===== config.mk =====
export PLATFORM = sky130hd
export DESIGN_NAME = if_id_stage
export DESIGN_NICKNAME = d
export VERILOG_FILES = /design/src/rtl/if_id_stage.sv
export SDC_FILE = /design/constraint.sdc
export NUM_CORES = 1
export LEC_CHECK = 0
export CAP_MARGIN = 20
export CORE_ASPECT_RATIO = 1.5
export CORE_UTILIZATION = 45
export DETAILED_ROUTE_END_ITERATION = 8
export PLACE_DENSITY = 0.82
export SYNTH_ARGS = -nofsm -noshare
export SYNTH_HDL_FRONTEND = slang
export SYNTH_SLANG_ARGS = --single-unit

===== constraint.sdc =====
create_clock -name clk -period 4.67 [get_ports clk]
set_clock_uncertainty 0.1 [all_clocks]
set_input_delay 0.7005 -clock clk [delete_from_list [all_inputs] [get_ports clk]]
set_output_delay 0.7005 -clock clk [all_outputs]
set_load 0.1 [all_outputs]

===== src/rtl/if_id_stage.sv =====
// Instruction-fetch stage plus IF/ID pipeline register.
// Owns the fetch PC, drives a synchronous-read instruction memory and
// presents the fetched instruction to decode. It holds on stall, flushes on
// a taken redirect (when no delay slot is used) and counts bubbles into ID.
// When a redirect flushes the fetch stream, the slot after it (KILL) presents
// the target address again and inserts a second bubble. The target word then
// enters ID on the following edge with its own PC.
module if_id_stage #(
  parameter logic [31:0] RESET_PC   = 32'h0000_3000,
  parameter int          DELAY_SLOT = 0,
  parameter int          CNT_W      = 16
) (
  input  logic             clk,
  input  logic             rst,
  input  logic             stall,
  input  logic             redirect,
  input  logic [31:0]      redirect_pc,
  output logic [31:0]      imem_addr,
  input  logic [31:0]      imem_rdata,
  output logic [31:0]      ID_Ins,
  output logic [31:0]      ID_PC,
  output logic [31:0]      ID_PC4,
  output logic             ID_valid,
  output logic [CNT_W-1:0] bubble_cnt
);

  typedef enum logic [1:0] {
    ST_BOOT = 2'd0,
    ST_RUN  = 2'd1,
    ST_KILL = 2'd2
  } state_t;

  localparam logic KILL_EN = (DELAY_SLOT == 0) ? 1'b1 : 1'b0;

  // Saturating increment: stops at all-ones instead of wrapping.
  function automatic logic [CNT_W-1:0] sat_inc(input logic [CNT_W-1:0] v);
    logic [CNT_W-1:0] r;
    if (v == {CNT_W{1'b1}}) begin
      r = v;
    end else begin
      r = v + {{(CNT_W-1){1'b0}}, 1'b1};
    end
    return r;
  endfunction

  state_t           state_r;
  state_t           state_nxt_s;
  logic [31:0]      f_pc_r;
  logic [31:0]      imem_addr_s;
  logic [31:0]      target_s;
  logic             redirect_acc_s;
  logic [31:0]      id_ins_r;
  logic [31:0]      id_pc_r;
  logic             id_valid_r;
  logic [CNT_W-1:0] bubble_cnt_r;
  logic [31:0]      id_ins_nxt_s;
  logic [31:0]      id_pc_nxt_s;
  logic             id_valid_nxt_s;
  logic             bubble_s;
  logic             unused_rpc_lsb_s;

  // A stalled ID instruction has not resolved, so stall masks the redirect;
  // a bubble in ID cannot redirect either.
  assign redirect_acc_s   = redirect & ~stall & id_valid_r;
  assign target_s         = {redirect_pc[31:2], 2'b00};
  assign unused_rpc_lsb_s = ^redirect_pc[1:0];

  // Next-fetch address: re-read on boot/kill/stall, jump on redirect, else +4.
  always_comb begin
    imem_addr_s = f_pc_r;
    case (state_r)
      ST_BOOT: begin
        imem_addr_s = f_pc_r;
      end
      ST_KILL: begin
        // F_PC already holds the target; re-present it so it arrives next cycle.
        imem_addr_s = f_pc_r;
      end
      ST_RUN: begin
        if (stall) begin
          imem_addr_s = f_pc_r;
        end else if (redirect_acc_s) begin
          imem_addr_s = target_s;
        end else begin
          imem_addr_s = f_pc_r + 32'd4;
        end
      end
      default: begin
        imem_addr_s = f_pc_r;
      end
    endcase
  end

  // Fetch state sequencing: boot slot, normal run, killed wrong-path slot.
  always_comb begin
    state_nxt_s = ST_RUN;
    case (state_r)
      ST_BOOT: begin
        state_nxt_s = ST_RUN;
      end
      ST_RUN: begin
        if (redirect_acc_s && KILL_EN) begin
          state_nxt_s = ST_KILL;
        end else begin
          state_nxt_s = ST_RUN;
        end
      end
      ST_KILL: begin
        if (redirect_acc_s && KILL_EN) begin
          state_nxt_s = ST_KILL;
        end else begin
          state_nxt_s = ST_RUN;
        end
      end
      default: begin
        state_nxt_s = ST_BOOT;
      end
    endcase
  end

  // IF/ID next value: hold on stall, bubble on boot/kill/flush, else advance.
  always_comb begin
    id_ins_nxt_s   = id_ins_r;
    id_pc_nxt_s    = id_pc_r;
    id_valid_nxt_s = id_valid_r;
    bubble_s       = 1'b0;
    if (stall) begin
      bubble_s = 1'b1;
    end else if ((state_r != ST_RUN) || (redirect_acc_s && KILL_EN)) begin
      id_ins_nxt_s   = 32'd0;
      id_pc_nxt_s    = f_pc_r;
      id_valid_nxt_s = 1'b0;
      bubble_s       = 1'b1;
    end else begin
      id_ins_nxt_s   = imem_rdata;
      id_pc_nxt_s    = f_pc_r;
      id_valid_nxt_s = 1'b1;
    end
  end

  // Fetch PC and state register; F_PC tracks the address memory just sampled.
  always_ff @(posedge clk or posedge rst) begin
    if (rst) begin
      state_r <= ST_BOOT;
      f_pc_r  <= RESET_PC;
    end else begin
      state_r <= state_nxt_s;
      f_pc_r  <= imem_addr_s;
    end
  end

  // IF/ID pipeline register and saturating bubble counter.
  always_ff @(posedge clk or posedge rst) begin
    if (rst) begin
      id_ins_r     <= 32'd0;
      id_pc_r      <= 32'd0;
      id_valid_r   <= 1'b0;
      bubble_cnt_r <= {CNT_W{1'b0}};
    end else begin
      id_ins_r   <= id_ins_nxt_s;
      id_pc_r    <= id_pc_nxt_s;
      id_valid_r <= id_valid_nxt_s;
      if (bubble_s) begin
        bubble_cnt_r <= sat_inc(bubble_cnt_r);
      end else begin
        bubble_cnt_r <= bubble_cnt_r;
      end
    end
  end

  assign imem_addr  = imem_addr_s;
  assign ID_Ins     = id_ins_r;
  assign ID_PC      = id_pc_r;
  assign ID_PC4     = id_pc_r + 32'd4;
  assign ID_valid   = id_valid_r;
  assign bubble_cnt = bubble_cnt_r;

endmodule


==> impl_metrics.env, run 1 <==
export IMPL_r2r_start="state_r[0]$_DFF_PP0_"
export IMPL_yosysSeqAreaShare_pct=51.2
export IMPL_cp_required_ns=3.87
export IMPL_dp_final_hpwl_um=11900
export IMPL_reg2reg_depth=7
export IMPL_slew_headroom_pct=32.7
export IMPL_drive_above_1_share_pct=18.5
export IMPL_stdcell_area_um2=8560
export IMPL_htree_levels=4
export IMPL_critPathSlowestCell="clkdlybuf4s50_1"
export IMPL_grt_use_total_pct=26.4
export IMPL_die_height_um=139
export IMPL_first_pass_iters=5
export IMPL_max_clock_path_buffers=2
export IMPL_numPortBuffers=210
export IMPL_synth_ff_type="dfrtp_1"
export IMPL_async_flop_share_pct=100
export IMPL_synth_xor_area_share_pct=6.22
export IMPL_synthAdderAreaFrac_pct=1.33
export IMPL_syn_inst=538
export IMPL_row_count=49
export IMPL_grt_pass1_vias=5309
export IMPL_regArea_um2=2880
export IMPL_critPathMaxFanout=5
export IMPL_rsz0062_at_grt="false"
export IMPL_synth_edf_count=0
export IMPL_fp_coreArea_um2=12100
export IMPL_tritoncts="yes"
export IMPL_cts_num_sinks=115
export IMPL_worstHoldStart="bubble_cnt[9]$_DFFE_PP0P_"
export IMPL_wire_per_inst_um=18.1
export IMPL_synth_mux_area_share_pct=6.60
export IMPL_gp_congestion=0.857
export IMPL_ys_seq_elements=115
export IMPL_synth_top_area_share_pct=50.2
export IMPL_layout_common_cells="159 x clkdlybuf4s50_1, 113 x dfrtp_1, 43 x nand2_1, 43 x buf_4, 36 x nor2_1"
export IMPL_hold_viol=0
export IMPL_yosys_area_top_type="dfrtp_1"
export IMPL_max_stage_delay_ns=1.15
export IMPL_totalWireLength_um=16500
export IMPL_vias_per_cell=5.80
export IMPL_grt_pass1_wl_um=26400
export IMPL_cts_made_buffers=17
export IMPL_grt_antenna_before_repair=0
export IMPL_crit_path_end_kind="output port"
export IMPL_via_count=5276
export IMPL_finalSetupViolations=0
export IMPL_clockRootBuffer="clkbuf_16"
export IMPL_min_path_type="register to register"
export IMPL_clock_fmax_mhz=254
export IMPL_grt_max_degree=72
export IMPL_initial_core_util_pct=46.6
export IMPL_final_common_cell="clkdlybuf4s50_1"
export IMPL_die_w_um=93.3
export IMPL_min_period_over_period_pct=84.3
export IMPL_die_area_um2=13000
export IMPL_cts_resized=0
export IMPL_slew_violations=0
export IMPL_post_route_util_pct=70.8
export IMPL_cap_violations=0
export IMPL_worst_pin_slew_ns=1.01
export IMPL_grt_overflow=0
export IMPL_whs_path_depth=1
export IMPL_syn_num_nets=612
export IMPL_arrival_ns=3.14
export IMPL_synth_top_family_by_area="simple AND/OR/NAND/NOR gates"
export IMPL_place_area_um2=7950
export IMPL_crit_path_frequent_cell="nand3_1"
export IMPL_pin_count=213
export IMPL_multi_input_area_um2=2610
export IMPL_status="finished clean"
export IMPL_syn2layout_area_growth_pct=52.0
export IMPL_drt_iter0_markers=462
export IMPL_critical_path_class="register to output port"
export IMPL_yosys_area_share_simple_pct=16.0
export IMPL_antenna_diode_count=0
export IMPL_r2r_slack_ns=1.84
export IMPL_crit_chain="ha_1, nand3_1, nor3_1, nand3_1, xnor2_1, clkdlybuf4s50_1"
export IMPL_drc=0
export IMPL_avgSynthCellArea_um2=10.5
export IMPL_finalNetCount=818
export IMPL_insertion_delay_ns=0.41
export IMPL_r2r_end="bubble_cnt[7]$_DFFE_PP0P_"
export IMPL_yosys_warnings=0
export IMPL_synth_distinct_cells=51
export IMPL_antenna_left=0
export IMPL_synth_compound_area_share_pct=15.4
export IMPL_postCtsSetupBuffers=0
export IMPL_postCtsHoldBufs=0
export IMPL_hold_end="bubble_cnt[9]$_DFFE_PP0P_"
export IMPL_fin_crit_ns=3.94
export IMPL_critPathLaunchType="register"
export IMPL_path_clk_slew_ns=0.05
export IMPL_syn_area_um2=5630
export IMPL_synthTopCellsByArea="dfrtp_1 50%, mux2_2 6.6%, a22o_1 5.0%"
export IMPL_nFillCells=876
==> synthesized netlist by cell type (4+ instances only) <==
cell type and n:
dfrtp_1 113, nand2_1 43, nor2_1 37, mux2_2 33, a22o_1 32, xnor2_1 28
a21oi_1 26, clkbuf_1 26, nand3_1 26, o22ai_1 18, nand4_1 16, nor3_1 16
o21ai_0 15, inv_1 13, xor2_1 12, and4_1 9, a311oi_1 7, a2bb2oi_1 6
ha_1 6, nor4_1 6, a211oi_1 4, and2_1 4
==> how the worst max path moves through the flow <==
stage | from | end | slack, ns | cells past startpoint
after floorplan | stall | imem_addr[18] | -0.33 | 6
after global placement | stall | imem_addr[18] | 1.08 | 7
after detailed placement | stall | imem_addr[29] | 1.03 | 7
after CTS | ID_PC[2]$_DFFE_PP0N_ | ID_PC4[12] | 0.69 | 6
after global routing | ID_PC[2]$_DFFE_PP0N_ | ID_PC4[12] | 0.54 | 6
final | ID_PC[2]$_DFFE_PP0N_ | ID_PC4[16] | 0.73 | 6
==> cell type report <==
cell class / count / share of cell area [%]
sequential: 115 / 33.7
multi-input combinational: 379 / 30.5
timing repair buffer: 218 / 25.9
clock buffer: 23 / 5.59
tap: 153 / 2.24
clock inverter: 9 / 1.49
inverter: 13 / 0.600
==> through the flow <==
stage               worst slack, ns  TNS [ns]  hold WS [ns]  std cells
finish                        0.731         0         0.401        910
CTS                           0.692         0         0.402        910
detailed placement             1.03         0         0.393        878
global placement               1.08         0         0.382        878
floorplan                    -0.330    -0.684         0.372        538
global route                  0.540         0         0.418        910
==> cells by family after synthesis <==
kind of cell | count (synthesis)
and+or+nand+nor | 177
AOI/OAI and AO/OA | 123
DFF | 115
buffers and inverters | 44
xor gates and xnor gates | 40
muxes | 33
adders and majority gates | 6
==> per-layer routing <==
| layer | global-route usage, % | routed length (µm) | share of wire [%] |
|---|---|---|---|
| met2 | 45.1 | 8440 | 51 |
| met5 | 0 | 0 | 0 |
| met1 | 29.0 | 6190 | 38 |
| met3 | 8.50 | 1180 | 7.1 |
| met4 | 13.4 | 683 | 4.1 |
==> registers in the layout, indices dropped and copies added (netlist names) <==
| signal | cells |
|---|---|
| bubble_cnt | 16 |
| ID_valid | 1 |
| ID_PC | 32 |
| state_r | 2 |
| f_pc_r | 32 |
| ID_Ins | 32 |
==> critical path, delay by kind of cell, from the launching register on <==
kind                       cells  cell delay [ns]
DFF                            1             0.41
adders and majority gates      1             0.21
buffers and inverters          1             1.15
xor gates and xnor gates       1             0.17
and+or+nand+nor                3             0.79
Power of run 1 is not shown: default switching activity piles up to over one toggle a cycle in this logic, so the estimate is an artifact.
==> run 2: changes to the inputs <==
--- a/config.mk
+++ b/config.mk
@@ -7,9 +7,9 @@
 export LEC_CHECK = 0
 export CAP_MARGIN = 20
 export CORE_ASPECT_RATIO = 1.5
-export CORE_UTILIZATION = 45
+export CORE_UTILIZATION = 40
 export DETAILED_ROUTE_END_ITERATION = 8
-export PLACE_DENSITY = 0.82
+export PLACE_DENSITY = 0.77
 export SYNTH_ARGS = -nofsm -noshare
 export SYNTH_HDL_FRONTEND = slang
 export SYNTH_SLANG_ARGS = --single-unit
==> constraint.sdc (replaced) <==
create_clock -name clk -period 3.56 [get_ports clk]
set_clock_uncertainty 0.1 [all_clocks]
set_input_delay 0.534 -clock clk [delete_from_list [all_inputs] [get_ports clk]]
set_output_delay 0.534 -clock clk [all_outputs]
set_load 0.1 [all_outputs]
==> run 2 against run 1 <==
Global-route usage is 1.4 points lower. Register-to-register slack lost 0.91 ns. Wire length is 6.8% higher. Via count increased by 0.68%. Sequential cell count did not move. Critical path depth is 1 higher. Design area is 10% higher. Hold slack worse by 0.032 ns. First-iteration DRC count decreased by 7.4%. Sequential share of layout area down 3.0 points. Critical endpoint is now imem_addr[24]. Highest routed layer unchanged.
==> impl_metrics.env, run 2 (synthesis gave the netlist of run 1 again) <==
export IMPL_arrival_ns=2.86
export IMPL_layout_common_cells="146 x clkdlybuf4s50_1, 101 x dfrtp_1, 43 x nand2_1"
export IMPL_dp_cells=896
export IMPL_fp_coreArea_um2=13600
export IMPL_met2_usage_pct=43.7
export IMPL_grt_pass1_vias=5461
export IMPL_drc=0
export IMPL_drt_iter0_markers=428
export IMPL_gp_congestion=0.880
export IMPL_layout_cells_non_filler=933
export IMPL_first_pass_iters=5
export IMPL_grt_overflow=0
export IMPL_fin_setup_tns_ns=0
export IMPL_die_area_um2=14600
export IMPL_insertion_delay_ns=0.41
export IMPL_cts_num_sinks=115
export IMPL_clock_fmax_mhz=286
export IMPL_min_path_type="primary input to asynchronous set/reset pin"
export IMPL_critPathLaunchType="register"
export IMPL_wire_per_inst_um=18.9
export IMPL_htree_levels=4
export IMPL_numPortBuffers=210
export IMPL_critPathTopFamily="simple AND/OR/NAND/NOR gates"
export IMPL_syn2layout_area_growth_pct=67.5
export IMPL_grt_max_degree=52
export IMPL_die_height_um=147
export IMPL_pin_count=213
export IMPL_path_clk_slew_ns=0.05
export IMPL_via_count=5312
export IMPL_finalSetupViolations=0
export IMPL_use_met1_pct=28.1
export IMPL_grt_pass1_wl_um=28400
export IMPL_crit_start="f_pc_r[3]$_DFF_PP0_"
export IMPL_antenna_left=0
export IMPL_r2r_end="bubble_cnt[4]$_DFFE_PP0P_"
export IMPL_stdcell_area_um2=9430
export IMPL_r2r_slack_ns=0.93
export IMPL_drive_above_1_share_pct=30.1
export IMPL_critPathSlowestCell="or4_4"
export IMPL_cap_violations=0
export IMPL_cts_made_buffers=17
export IMPL_hold_viol=0
export IMPL_timing_critical_path_buf_inv=1
export IMPL_cp_depth=7
export IMPL_slew_headroom_pct=33.0
export IMPL_totalWireLength_um=17600
export IMPL_initial_core_util_pct=41.4
export IMPL_clockRootBuffer="clkbuf_16"
export IMPL_crit_path_frequent_cell="or4_4"
export IMPL_holdWs_ns=0.369
export IMPL_critPathMaxFanout=8
export IMPL_grt_use_met3_pct=5.66
export IMPL_place_area_um2=8760
export IMPL_nFillCells=958
export IMPL_max_clock_path_buffers=2
export IMPL_tritoncts="yes"
export IMPL_status="finished clean"
export IMPL_cp_required_ns=2.93
export IMPL_crit_chain="ha_2, nand3_4, or4_4, or4_4, a21oi_2, a2bb2oi_2, buf_12"
export IMPL_grt_antenna_before_repair=1
export IMPL_grt_busiest_layer="met2"
export IMPL_endpoint="imem_addr[24]"
export IMPL_row_count=52
export IMPL_r2r_start="state_r[1]$_DFF_PP0_"
export IMPL_worst_pin_slew_ns=1.00
export IMPL_slew_violations=0
export IMPL_critical_path_class="register to output port"
export IMPL_grt_use_total_pct=25.1
export IMPL_max_stage_delay_ns=0.58
export IMPL_finalNetCount=831
export IMPL_postCtsHoldBufs=0
export IMPL_fin_crit_ns=3.49
export IMPL_die_w_um=98.9
export IMPL_reg2reg_depth=9
export IMPL_dp_final_hpwl_um=13000
export IMPL_vias_per_cell=5.69
export IMPL_final_common_cell="clkdlybuf4s50_1"
export IMPL_min_period_over_period_pct=98.1
export IMPL_crit_path_end_kind="output port"
==> run 2: metrics by stage <==
stage	utilization (%)	setup WS, ns
2_1_floorplan	-	-0.0785
3_3_place_gp	64.4	0.329
3_5_place_dp	64.4	0.294
4_1_cts	69.1	0.0155
5_1_grt	69.3	-0.00414
6_report	69.3	0.0677
==> run 2: how the worst min path moves through the flow <==
stage / from / end / slack, ns / depth (start not counted)
6_report: rst / ID_PC[1]$_DFFE_PP0N_ / 0.37 / 2
5_1_grt: rst / ID_PC[1]$_DFFE_PP0N_ / 0.39 / 2
4_1_cts: rst / f_pc_r[1]$_DFF_PP0_ / 0.37 / 2
3_5_place_dp: ID_Ins[20]$_DFFE_PP0N_ / ID_Ins[20]$_DFFE_PP0N_ / 0.40 / 1
3_3_place_gp: f_pc_r[1]$_DFF_PP0_ / ID_PC[1]$_DFFE_PP0N_ / 0.38 / 1
2_1_floorplan: f_pc_r[0]$_DFF_PP0_ / ID_PC[0]$_DFFE_PP0N_ / 0.37 / 1
==> run 2: worst register-to-register path: cells and delay by family, from the launching register on <==
kind | cells | cell delay (ns)
AND/OR/NAND/NOR | 4 | 0.89
XOR/XNOR | 1 | 0.14
flip-flops | 1 | 0.40
adder cells (fa/ha/maj) | 1 | 0.19
buffers and inverters | 3 | 0.80
==> run 2: timing repair <==
item,CTS,global route
endpoints found under the setup margin,4,5
cloned,0,0
buffers inserted,3,1
endpoints found under the hold margin,0,0
gates resized for setup,2,5
pin swaps,2,1
==> run 2: routing by layer <==
metal  routed length (µm)  vias to the layer above
met1                 6580                     2597
met2                 9330                      238
met3                  963                       53
met5                    0                        -
met4                  744                        0
li1                     -                     2424
==> run 2: cell type report <==
cell class	instances	area, µm²	share of cell area, %
inverter	13	52.6	0.557
clock inverter	14	179	1.90
tap	162	203	2.15
multi-input combinational	379	3050	32.3
timing repair buffer	231	2620	27.8
antenna	1	2.50	0.0265
sequential	115	2900	30.7
clock buffer	18	429	4.55
Power of run 2 is left out for the same reason.
==> run 3: changes to the inputs <==
--- a/config.mk
+++ b/config.mk
@@ -10,6 +10,7 @@
 export CORE_UTILIZATION = 40
 export DETAILED_ROUTE_END_ITERATION = 8
 export PLACE_DENSITY = 0.77
+export SKIP_LAST_GASP = 1
 export SYNTH_ARGS = -nofsm -noshare
 export SYNTH_HDL_FRONTEND = slang
 export SYNTH_SLANG_ARGS = --single-unit
==> results of run 3 <==
No change in the layout: final DEF, timing and power equal those of run 2.
Power of run 3 is left out for the same reason.
